## config.mk

```make
export PLATFORM = sky130hd
export DESIGN_NAME = icu_fetch_queue
export DESIGN_NICKNAME = d
export VERILOG_FILES = /design/src/rtl/icu_fetch_queue.sv
export SDC_FILE = /design/constraint.sdc
export NUM_CORES = 1
export LEC_CHECK = 0
export CAP_MARGIN = 20
export CORE_ASPECT_RATIO = 1.4
export CORE_MARGIN = 5
export CORE_UTILIZATION = 55
export DETAILED_ROUTE_END_ITERATION = 10
export GPL_ROUTABILITY_DRIVEN = 0
export MAX_ROUTING_LAYER = met4
export PLACE_DENSITY = 0.79
export SYNTH_ARGS = -nofsm -noshare
export SYNTH_HDL_FRONTEND = slang
export SYNTH_SLANG_ARGS = --single-unit
```

## constraint.sdc

```tcl
create_clock -name clk -period 4.4 [get_ports clk]
set_input_delay 0.88 -clock clk [delete_from_list [all_inputs] [get_ports clk]]
set_output_delay 0.88 -clock clk [all_outputs]
set_load 0.03 [all_outputs]
```

## src/rtl/icu_fetch_queue.sv

```systemverilog
// Instruction fetch stage: walks a PC through synchronous imem and buffers words in a credit-managed FIFO.
// Optional macro ICU_FETCH_PERF_CNT_EN adds saturating fetched/stall counters.
module icu_fetch_queue #(
    parameter int INSTR_WIDTH          = 32,
    parameter int INSTR_MEM_ADDR_WIDTH = 10,
    parameter int FIFO_DEPTH           = 4
) (
    input  logic                            clk,
    input  logic                            rst,
    input  logic                            start,
    input  logic [INSTR_MEM_ADDR_WIDTH-1:0] start_addr,
    input  logic                            flush,
    output logic                            imem_req,
    output logic [INSTR_MEM_ADDR_WIDTH-1:0] imem_addr,
    input  logic [INSTR_WIDTH-1:0]          imem_rdata,
    output logic                            instr_valid,
    output logic [INSTR_WIDTH-1:0]          instr_out,
    input  logic                            instr_ready,
    output logic                            busy,
`ifdef ICU_FETCH_PERF_CNT_EN
    output logic [31:0]                     fetched_count,
    output logic [31:0]                     stall_count,
`endif
    output logic                            halted
);

    localparam int PW = $clog2(FIFO_DEPTH);
    localparam int CW = PW + 1;

    typedef enum logic [1:0] {
        S_IDLE,
        S_FETCH,
        S_DRAIN,
        S_HALTED
    } state_t;

    state_t                          r_state;
    logic [INSTR_MEM_ADDR_WIDTH-1:0] r_pc;
    logic                            r_inflight;
    logic [INSTR_WIDTH-1:0]          r_mem [FIFO_DEPTH];
    logic [PW-1:0]                   r_wptr;
    logic [PW-1:0]                   r_rptr;
    logic [CW-1:0]                   r_count;

    logic [CW-1:0] w_credit;
    logic [7:0]    w_respOp;
    logic          w_req;
    logic          w_resp;
    logic          w_push;
    logic          w_halt;
    logic          w_pop;

    // A request is only issued when the word it returns is guaranteed a FIFO slot.
    assign w_credit = r_count + {{(CW-1){1'b0}}, r_inflight};
    assign w_req    = (r_state == S_FETCH) && (w_credit < CW'(FIFO_DEPTH));
    assign w_respOp = imem_rdata[INSTR_WIDTH-1 -: 8];
    assign w_resp   = (r_state == S_FETCH) && r_inflight;
    assign w_push   = w_resp && (w_respOp != 8'hFF);
    assign w_halt   = w_resp && (w_respOp == 8'hFF);
    assign w_pop    = (r_count != '0) && instr_ready;

    assign imem_req    = w_req;
    assign imem_addr   = r_pc;
    assign instr_valid = (r_count != '0);
    assign instr_out   = r_mem[r_rptr];
    assign busy        = (r_state == S_FETCH) || (r_state == S_DRAIN);
    assign halted      = (r_state == S_HALTED);

    always_ff @(posedge clk) begin
        if (rst) begin
            r_state    <= S_IDLE;
            r_pc       <= '0;
            r_inflight <= 1'b0;
        end else if (flush) begin
            r_state    <= S_IDLE;
            r_inflight <= 1'b0;
        end else begin
            r_inflight <= w_req;
            if (w_req) r_pc <= r_pc + 1'b1;
            case (r_state)
                S_IDLE, S_HALTED: begin
                    if (start) begin
                        r_pc    <= start_addr;
                        r_state <= S_FETCH;
                    end
                end
                S_FETCH: begin
                    if (w_halt) r_state <= S_DRAIN;
                end
                S_DRAIN: begin
                    // The request issued alongside the HALT return must land before we report halted.
                    if ((r_count == '0) && !r_inflight) r_state <= S_HALTED;
                end
                default: r_state <= S_IDLE;
            endcase
        end
    end

    always_ff @(posedge clk) begin
        if (rst) begin
            r_wptr  <= '0;
            r_rptr  <= '0;
            r_count <= '0;
            for (int i = 0; i < FIFO_DEPTH; i++) r_mem[i] <= '0;
        end else if (flush) begin
            r_wptr  <= '0;
            r_rptr  <= '0;
            r_count <= '0;
        end else begin
            if (w_push) begin
                r_mem[r_wptr] <= imem_rdata;
                r_wptr        <= r_wptr + 1'b1;
            end
            if (w_pop) r_rptr <= r_rptr + 1'b1;
            case ({w_push, w_pop})
                2'b10:   r_count <= r_count + 1'b1;
                2'b01:   r_count <= r_count - 1'b1;
                default: r_count <= r_count;
            endcase
        end
    end

    assert property (@(posedge clk) disable iff (rst) !(w_push && (r_count == CW'(FIFO_DEPTH))));

`ifdef ICU_FETCH_PERF_CNT_EN
    logic [31:0] r_fetchedCount;
    logic [31:0] r_stallCount;

    // Counters survive flush on purpose; only rst clears them.
    always_ff @(posedge clk) begin
        if (rst) begin
            r_fetchedCount <= '0;
            r_stallCount   <= '0;
        end else begin
            if (w_pop && (r_fetchedCount != '1)) r_fetchedCount <= r_fetchedCount + 1'b1;
            if (instr_valid && !instr_ready && (r_stallCount != '1))
                r_stallCount <= r_stallCount + 1'b1;
        end
    end

    assign fetched_count = r_fetchedCount;
    assign stall_count   = r_stallCount;
`endif

endmodule

```

==> results of run 1 <==
==> cell type report <==
cell class | instances | area [um^2]
Clock inverter | 9 | 101
Tap cell | 150 | 188
Timing Repair Buffer | 103 | 1040
Fill cell | 849 | 3760
Multi-Input combinational cell | 291 | 2480
Sequential cell | 150 | 4290
Clock buffer | 23 | 478
Inverter | 11 | 41.3
==> worst max-delay path, delay by kind of cell (launching register included) <==
family,cells,cell delay [ns]
buf+inv,2,0.87
mux,1,0.53
flops,1,0.79
==> routing by layer <==
layer | routed length [um] | track usage [%] | vias to the layer above
met3 | 630 | 4.57 | 10
met4 | 157 | 5.66 | 0
met2 | 8290 | 38.9 | 123
met1 | 5830 | 24.5 | 2164
li1 | - | - | 1972
met5 | 0 | - | -
==> state kept, by name, summed over array words and instances, names as in the netlist, named ones only <==
signal,cells
imem_addr,10
r_wptr,2
r_inflight,1
r_mem,128
r_state,2
r_rptr,2
r_count,3
==> cells by family after synthesis <==
logic type      Yosys count  share of synthesized area [%]
compound gates           42                           4.53
xor+xnor                  8                           1.01
fa+ha+maj                 6                           1.19
buf+inv                  40                           2.71
flops                   150                           61.7
mux                      37                           11.5
simple gates            198                           17.3
==> report_power, final <==
part | total [mW] | internal, mW | switching (mW)
Combinational | 0.252 | 0.113 | 0.139
Sequential | 1.61 | 1.59 | 0.0252
Clock | 1.40 | 0.875 | 0.526
==> how the worst max path moves through the flow <==
stage | end | slack [ns] | cells after the start
after floorplan | r_mem[3][0] | 0.42 | 3
after global placement | r_count[2] | 0.86 | 9
after detailed placement | r_count[2] | 0.75 | 9
after CTS | instr_out[12] | 0.83 | 3
after global routing | instr_out[16] | 0.72 | 3
final | instr_out[18] | 0.91 | 3
==> layout by cell type, fill, tap and decap left out, types with 3 or more instances in the layout <==
cell             netlist  layout
mux4_2                32      32
nand4_1                5       5
clkbuf_1              10       3
o211ai_1               3       3
clkinv_2               0       5
xor2_1                 6       6
ha_1                   5       5
clkdlybuf4s50_1        0      92
a31oi_1                3       3
clkbuf_16              0      17
nand3_1                6       6
and3_1                 6       6
a21oi_1                9       9
clkbuf_8               0       3
nor3_1                 5       5
buf_4                  1       8
mux2i_1                3       3
o21ai_0                4       3
nand2_1               12      12
nor2_1                14      14
edfxtp_1             128     128
dfxtp_1               22      20
or2_2                  3       3
buf_12                 0       3
and2_1               130     130
inv_1                 11      11
==> synthesized netlist by cell type, types with 2 or more instances <==
library cell	count	area share, %
clkbuf_2	6	0.43
buf_6	2	0.32
a21o_1	2	0.22
clkbuf_1	10	0.54
o221ai_1	2	0.25
xor2_1	6	0.76
nand3b_1	2	0.22
nand4_1	5	0.45
dfxtp_1	22	6.3
o21a_1	2	0.22
o21ai_0	4	0.29
mux2i_4	2	0.65
o22ai_1	2	0.18
nor3_1	5	0.36
and3b_1	2	0.25
o211ai_1	3	0.32
and3_1	6	0.54
a31oi_1	3	0.27
ha_1	5	0.90
or3_2	2	0.22
buf_2	9	0.65
xnor2_1	2	0.25
nor2_1	14	0.76
and2_1	130	12
mux2i_1	3	0.43
edfxtp_1	128	55
inv_1	11	0.60
nand3_1	6	0.43
a21oi_1	9	0.65
or2_2	3	0.27
mux4_2	32	10
nand2_1	12	0.65
==> impl_results.html, run 1 <==
<table>
<tr><th>Metric</th><th>Value</th></tr>
<tr><th colspan="2">Status</th></tr>
<tr><td>Status</td><td>finished, final reports clean</td></tr>
<tr><th colspan="2">Cells and area</th></tr>
<tr><td>Final Util</td><td>69.6%</td></tr>
<tr><td>Post-route non-filler standard cell count</td><td>737</td></tr>
<tr><td>Layout overhead on the synthesized area</td><td>24.1%</td></tr>
<tr><td>Fraction of layout cells with a size suffix above 1</td><td>around 15%</td></tr>
<tr><td>Final std cell area, no fill</td><td>8610 um^2</td></tr>
<tr><td>Antenna cell count</td><td>0</td></tr>
<tr><td>Fin nets</td><td>between 600 and 700</td></tr>
<tr><th colspan="2">STA</th></tr>
<tr><td>Hold Slack</td><td>slightly above 0.5 ns</td></tr>
<tr><td>Final number of max-transition violations</td><td>0</td></tr>
<tr><td>Clock Skew</td><td>0.00905 ns</td></tr>
<tr><td>Min Clock Period, post-route</td><td>3.49 ns</td></tr>
<tr><td>Unrepaired setup endpoints after global routing</td><td>no</td></tr>
<tr><td># setup viols final</td><td>0</td></tr>
<tr><td>Worst setup margin</td><td>0.912 ns</td></tr>
<tr><td>Fin crit share</td><td>about four fifths</td></tr>
<tr><td>Sum of negative setup slack</td><td>0 ns</td></tr>
<tr><td>Pin slew with the least headroom to its limit</td><td>a little over 0.9 ns</td></tr>
<tr><td>Max Clk Rate</td><td>approximately 290 MHz</td></tr>
<tr><td>Hold violation count in the final report</td><td>0</td></tr>
<tr><td>Relative slew slack</td><td>between 30% and 40%</td></tr>
<tr><th colspan="2">CTS</th></tr>
<tr><td>Maximum count of clock buffers along a single path</td><td>2</td></tr>
<tr><td>Clock slew at reported path FFs</td><td>0.06 ns</td></tr>
<tr><td>TritonCTS buffer count</td><td>17</td></tr>
<tr><td>Clock Sink Count</td><td>150</td></tr>
<tr><td>Total setup buffers inserted after CTS</td><td>0</td></tr>
<tr><td>Hold-fix buffers, CTS</td><td>0</td></tr>
<tr><td>Latest clock arrival within the worst-skew pair</td><td>0.41 ns</td></tr>
<tr><td>CTS tree</td><td>done</td></tr>
<tr><td>CTS-repair resized insts</td><td>0</td></tr>
<tr><td>CTS Root Buffer Type</td><td>clkbuf_16</td></tr>
<tr><td>Clock H-tree levels</td><td>4</td></tr>
<tr><th colspan="2">Global route</th></tr>
<tr><td>Total global-route track usage</td><td>between 20% and 30%</td></tr>
<tr><td>Final global-route overflow total</td><td>0</td></tr>
<tr><td>Via count of the first global-routing pass</td><td>around 4600</td></tr>
<tr><td>Initial antenna violation count</td><td>0</td></tr>
<tr><td>First-pass GRT wire length</td><td>about 24000 um</td></tr>
<tr><td>Maximum number of pins on one net before global-route repair</td><td>33</td></tr>
<tr><th colspan="2">Setup path</th></tr>
<tr><td>Cell count of the worst reg-to-reg path</td><td>4</td></tr>
<tr><td>Worst setup SP type</td><td>flop</td></tr>
<tr><td>Signal arrival time at the worst endpoint</td><td>between 2 and 3 ns</td></tr>
<tr><td>Sequence of cells on the critical path</td><td>buf_12 &gt; mux4_2 &gt; clkdlybuf4s50_1</td></tr>
<tr><td>Type of the worst setup path</td><td>flop to output pin</td></tr>
<tr><td>Critical path fanouts, max</td><td>18</td></tr>
<tr><td>Slowest stage cell, crit path</td><td>dfxtp_2</td></tr>
<tr><td>Max incr delay on CP</td><td>0.79 ns</td></tr>
<tr><td>CP required</td><td>approximately 3.5 ns</td></tr>
<tr><td>R2r endpoint</td><td>r_mem[0][20]</td></tr>
<tr><td>Endpoint class of the critical path</td><td>output pin</td></tr>
<tr><td>Reg2reg start</td><td>r_state[0]</td></tr>
<tr><td>Slack of the worst reg-to-reg path</td><td>1.80 ns</td></tr>
<tr><th colspan="2">Drt</th></tr>
<tr><td>Detailed Route Iter0 Violations</td><td>approximately 200</td></tr>
<tr><td>Post-detailed-route DRC marker count</td><td>0</td></tr>
<tr><td>Routed wire length</td><td>about 15000 um</td></tr>
<tr><td>Final antenna-violating net count</td><td>0</td></tr>
<tr><td>DRT Pass-1 Iters</td><td>5</td></tr>
<tr><td>Total number of vias</td><td>~4300</td></tr>
<tr><td>Vias per std cell</td><td>between 5 and 6</td></tr>
<tr><td>Routed length per instance</td><td>20.2 um</td></tr>
<tr><th colspan="2">Placed design</th></tr>
<tr><td>Placed Cells incl. Taps</td><td>a little over 700</td></tr>
<tr><td>Instance area after placement</td><td>~8000 um^2</td></tr>
<tr><td>HPWL reported at the end of detailed placement</td><td>9600 um</td></tr>
<tr><td>Port Buf Inserts</td><td>92</td></tr>
<tr><td>Setup slack after placement</td><td>0.754 ns</td></tr>
<tr><th colspan="2">Pwr</th></tr>
<tr><td>Total power per unit cell area</td><td>roughly 380 nW/um^2</td></tr>
<tr><td>Total Power Consumption</td><td>~3.3 mW</td></tr>
<tr><td>Worst supply voltage drop on vdd</td><td>approximately 0.29 mV</td></tr>
<tr><td>Cell leakage power</td><td>between 3 and 4 nW</td></tr>
<tr><th colspan="2">Synthesis</th></tr>
<tr><td>Share of flip-flops with an asynchronous set or reset</td><td>0%</td></tr>
<tr><td>Sequential-to-total area share from yosys stat</td><td>~62%</td></tr>
<tr><td>Netlist area before placement</td><td>a little under 7000 um^2</td></tr>
<tr><td>Syn. warnings</td><td>0</td></tr>
<tr><td>Post-synth EDFFs</td><td>128</td></tr>
<tr><td>Number of register bits inferred by synthesis</td><td>150</td></tr>
<tr><td>Number of nets in the synthesized netlist</td><td>approximately 530</td></tr>
<tr><td>Leading register cell type out of synthesis</td><td>edfxtp_1</td></tr>
<tr><td>Avg Inst Size Synth</td><td>14.4 um^2</td></tr>
<tr><td>Gate count after technology mapping</td><td>481</td></tr>
<tr><td>Number of different library cells in the post-synthesis netlist</td><td>61</td></tr>
<tr><th colspan="2">Floorplan</th></tr>
<tr><td>Y dimension of the die</td><td>143 um</td></tr>
<tr><td>Placeable core region</td><td>around 12000 um^2</td></tr>
<tr><td>Std cell rows</td><td>48</td></tr>
<tr><td>Horizontal extent of the die</td><td>between 100 and 150 um</td></tr>
<tr><td>IO Count</td><td>between 90 and 100</td></tr>
<tr><td>Die footprint</td><td>15000 um^2</td></tr>
<tr><td>Starting Density</td><td>between 50 and 60%</td></tr>
<tr><th colspan="2">Worst hold path</th></tr>
<tr><td>Hold wc startpoint</td><td>r_state[0]</td></tr>
<tr><td>HP Class</td><td>flop to flop</td></tr>
<tr><td>Worst hold path endpoint</td><td>r_state[0]</td></tr>
<tr><td>Min-Delay Path Depth</td><td>2</td></tr>
<tr><th colspan="2">Flow run</th></tr>
<tr><td>Max-cap violations</td><td>0</td></tr>
</table>
(Power assumes the default switching activity.)
==> run 2: changes to the inputs <==
Settings changed: CORE_UTILIZATION 55 to 50, PLACE_DENSITY 0.79 to 0.76.
Clock period 4.4 ns to 3.1 ns, I/O delays scaled along.
==> run 2 against run 1 <==
  * Core utilization shrank 5.5 points
  * Flip-flop and latch count is the same
  * Sequential share of layout area shrank 1.2 points
  * Largest cell class unchanged
==> impl_results.html, run 2 (synthesis results as in run 1) <==
<table>
<tr><th>Metric</th><th>Value</th></tr>
<tr><th colspan="2">Status</th></tr>
<tr><td>Status</td><td>finished, final reports clean</td></tr>
<tr><th colspan="2">STA</th></tr>
<tr><td>Relative slew slack</td><td>between 60% and 70%</td></tr>
<tr><td>Sum of negative setup slack</td><td>0 ns</td></tr>
<tr><td>Final number of max-transition violations</td><td>0</td></tr>
<tr><td>Max Clk Rate</td><td>approximately 340 MHz</td></tr>
<tr><td>Min Clock Period, post-route</td><td>roughly 3 ns</td></tr>
<tr><td>Pin slew with the least headroom to its limit</td><td>roughly 0.58 ns</td></tr>
<tr><td>Hold violation count in the final report</td><td>0</td></tr>
<tr><td># setup viols final</td><td>0</td></tr>
<tr><td>Fin crit share</td><td>96.1%</td></tr>
<tr><td>Worst setup margin</td><td>0.119 ns</td></tr>
<tr><td>Unrepaired setup endpoints after global routing</td><td>no</td></tr>
<tr><td>Clock Skew</td><td>approximately 0.0076 ns</td></tr>
<tr><th colspan="2">Pwr</th></tr>
<tr><td>Switching pwr</td><td>~1.0 mW</td></tr>
<tr><td>Switching share of power</td><td>about 20%</td></tr>
<tr><td>Cell leakage power</td><td>approximately 3.2 nW</td></tr>
<tr><td>Total power per unit cell area</td><td>~560 nW/um^2</td></tr>
<tr><td>Internal power of the cells</td><td>3.94 mW</td></tr>
<tr><td>Relative contribution of the clock network to total power</td><td>46.5%</td></tr>
<tr><td>Worst supply voltage drop on vdd</td><td>around 0.33 mV</td></tr>
<tr><td>Seq pwr share</td><td>a little under half</td></tr>
<tr><td>Combinational fraction of design power</td><td>under 10%</td></tr>
<tr><th colspan="2">Cells and area</th></tr>
<tr><td>Layout overhead on the synthesized area</td><td>27.3%</td></tr>
<tr><td>Number of flip-flops in the largest register</td><td>~130</td></tr>
<tr><td>Fraction of layout cells with a size suffix above 1</td><td>between 15 and 20%</td></tr>
<tr><td>Most frequent standard cell in the layout excluding fill and tap cells</td><td>and2_1</td></tr>
<tr><td>Largest Register</td><td>r_mem</td></tr>
<tr><td>Fin nets</td><td>between 600 and 700</td></tr>
<tr><td>Antenna cell count</td><td>0</td></tr>
<tr><td>Leading cell types in the layout, fill and taps excluded</td><td>130 x and2_1, 128 x edfxtp_1, 92 x clkdlybuf4s50_1</td></tr>
<tr><th colspan="2">Floorplan</th></tr>
<tr><td>Starting Density</td><td>about half</td></tr>
<tr><td>IO Count</td><td>93</td></tr>
<tr><td>Die footprint</td><td>~16000 um^2</td></tr>
<tr><td>Y dimension of the die</td><td>between 100 and 150 um</td></tr>
<tr><td>Std cell rows</td><td>51</td></tr>
<tr><td>Placeable core region</td><td>approximately 14000 um^2</td></tr>
<tr><td>Horizontal extent of the die</td><td>between 100 and 150 um</td></tr>
<tr><th colspan="2">CTS</th></tr>
<tr><td>Clock H-tree levels</td><td>4</td></tr>
<tr><td>Hold-fix buffers, CTS</td><td>0</td></tr>
<tr><td>Clock slew at reported path FFs</td><td>approximately 0.06 ns</td></tr>
<tr><td>Total setup buffers inserted after CTS</td><td>0</td></tr>
<tr><td>CTS tree</td><td>done</td></tr>
<tr><td>CTS Root Buffer Type</td><td>clkbuf_16</td></tr>
<tr><td>CTS-repair resized insts</td><td>0</td></tr>
<tr><td>Latest clock arrival within the worst-skew pair</td><td>roughly 0.40 ns</td></tr>
<tr><td>TritonCTS buffer count</td><td>17</td></tr>
<tr><td>Maximum count of clock buffers along a single path</td><td>2</td></tr>
<tr><td>Clock Sink Count</td><td>150</td></tr>
<tr><th colspan="2">Drt</th></tr>
<tr><td>Post-detailed-route DRC marker count</td><td>0</td></tr>
<tr><td>DRT Pass-1 Iters</td><td>4</td></tr>
<tr><td>Total number of vias</td><td>between 4000 and 5000</td></tr>
<tr><td>Routed length per instance</td><td>approximately 19 um</td></tr>
<tr><td>Vias per std cell</td><td>~5.4</td></tr>
<tr><td>Final antenna-violating net count</td><td>0</td></tr>
<tr><td>Routed wire length</td><td>around 15000 um</td></tr>
<tr><td>Detailed Route Iter0 Violations</td><td>between 150 and 200</td></tr>
<tr><th colspan="2">Global route</th></tr>
<tr><td>Maximum number of pins on one net before global-route repair</td><td>33</td></tr>
<tr><td>Final global-route overflow total</td><td>0</td></tr>
<tr><td>First-pass GRT wire length</td><td>about 24000 um</td></tr>
<tr><td>Total global-route track usage</td><td>roughly 20%</td></tr>
<tr><td>Via count of the first global-routing pass</td><td>4610</td></tr>
<tr><td>Initial antenna violation count</td><td>0</td></tr>
<tr><th colspan="2">Worst hold path</th></tr>
<tr><td>HP Class</td><td>flop to flop</td></tr>
<tr><th colspan="2">Setup path</th></tr>
<tr><td>Signal arrival time at the worst endpoint</td><td>2.36 ns</td></tr>
<tr><td>Critical path fanouts, max</td><td>6</td></tr>
<tr><td>Type of the worst setup path</td><td>flop to output pin</td></tr>
<tr><td>Endpoint class of the critical path</td><td>output pin</td></tr>
<tr><td>Worst setup SP type</td><td>flop</td></tr>
<tr><td>CP required</td><td>around 2.5 ns</td></tr>
<tr><th colspan="2">Flow run</th></tr>
<tr><td>Max-cap violations</td><td>0</td></tr>
<tr><th colspan="2">Placed design</th></tr>
<tr><td>HPWL reported at the end of detailed placement</td><td>9700 um</td></tr>
<tr><td>Port Buf Inserts</td><td>92</td></tr>
<tr><td>Setup slack after placement</td><td>0.0262 ns</td></tr>
</table>
-- run 2: cell types whose count changed in the layout (fill, tap and decap cells not counted), sizes merged --
cell / previous run / this run
buf: 11 / 23
inv: 11 / 15
clkbuf: 23 / 18
bufinv: 2 / 6
clkinv: 6 / 3
-- run 2: cell type report --
class,count,area [um^2]
repair buffers,115,1120
flip-flops and latches,150,4290
well taps,185,231
clock inverters,14,244
fillers,1018,4950
multi-input cells,291,2480
clock buffers,18,429
inverters,11,41.3
-- run 2: worst paths after layout --
path,from,to,slack [ns],cells after the start
worst max-delay path,r_inflight,imem_req,0.12,4
worst min-delay path,r_state[0],r_state[0],0.53,2
worst max register to register,r_count[2],r_count[2],0.74,8
worst min register to register,r_state[0],r_state[0],0.53,2
-- run 2: layer usage --
layer  vias to the layer above  global-route usage, %  part of all wire, %
li1                       1995                      -                    -
met1                      2091                   23.2                   39
met2                       147                   33.1                   53
met3                        28                   4.24                  5.4
met4                         0                   7.67                  2.5
met5                         -                      -                    0
-- run 2: power groups by stage --
stage	Clock, mW	Sequential (mW)	Combinational (mW)
after floorplan	0	2.34	0.161
after global placement	0	2.32	0.357
after detailed placement	0	2.33	0.364
after CTS	2.33	2.29	0.366
after global routing	2.43	2.29	0.389
final	2.31	2.29	0.364
-- run 2: worst max-delay path, stage by stage, from the launching register on --
cell             delay (ns)
dfxtp_1                0.44
and3_1                 0.41
xor2_1                 0.14
nor2_1                 0.24
clkdlybuf4s50_1        0.73
-- run 2: through the flow --
step                      total power [mW]  instance area [um^2]  instances  util [%]  hold slack, ns
after floorplan                       2.50                  6940        481         -           0.472
after global placement                2.68                  8160        752      59.2           0.484
after detailed placement              2.69                  8160        752      59.2           0.507
after CTS                             4.99                  8830        784      64.1           0.527
after global routing                  5.11                  8830        784      64.1           0.571
final                                 4.96                  8830        784      64.1           0.529
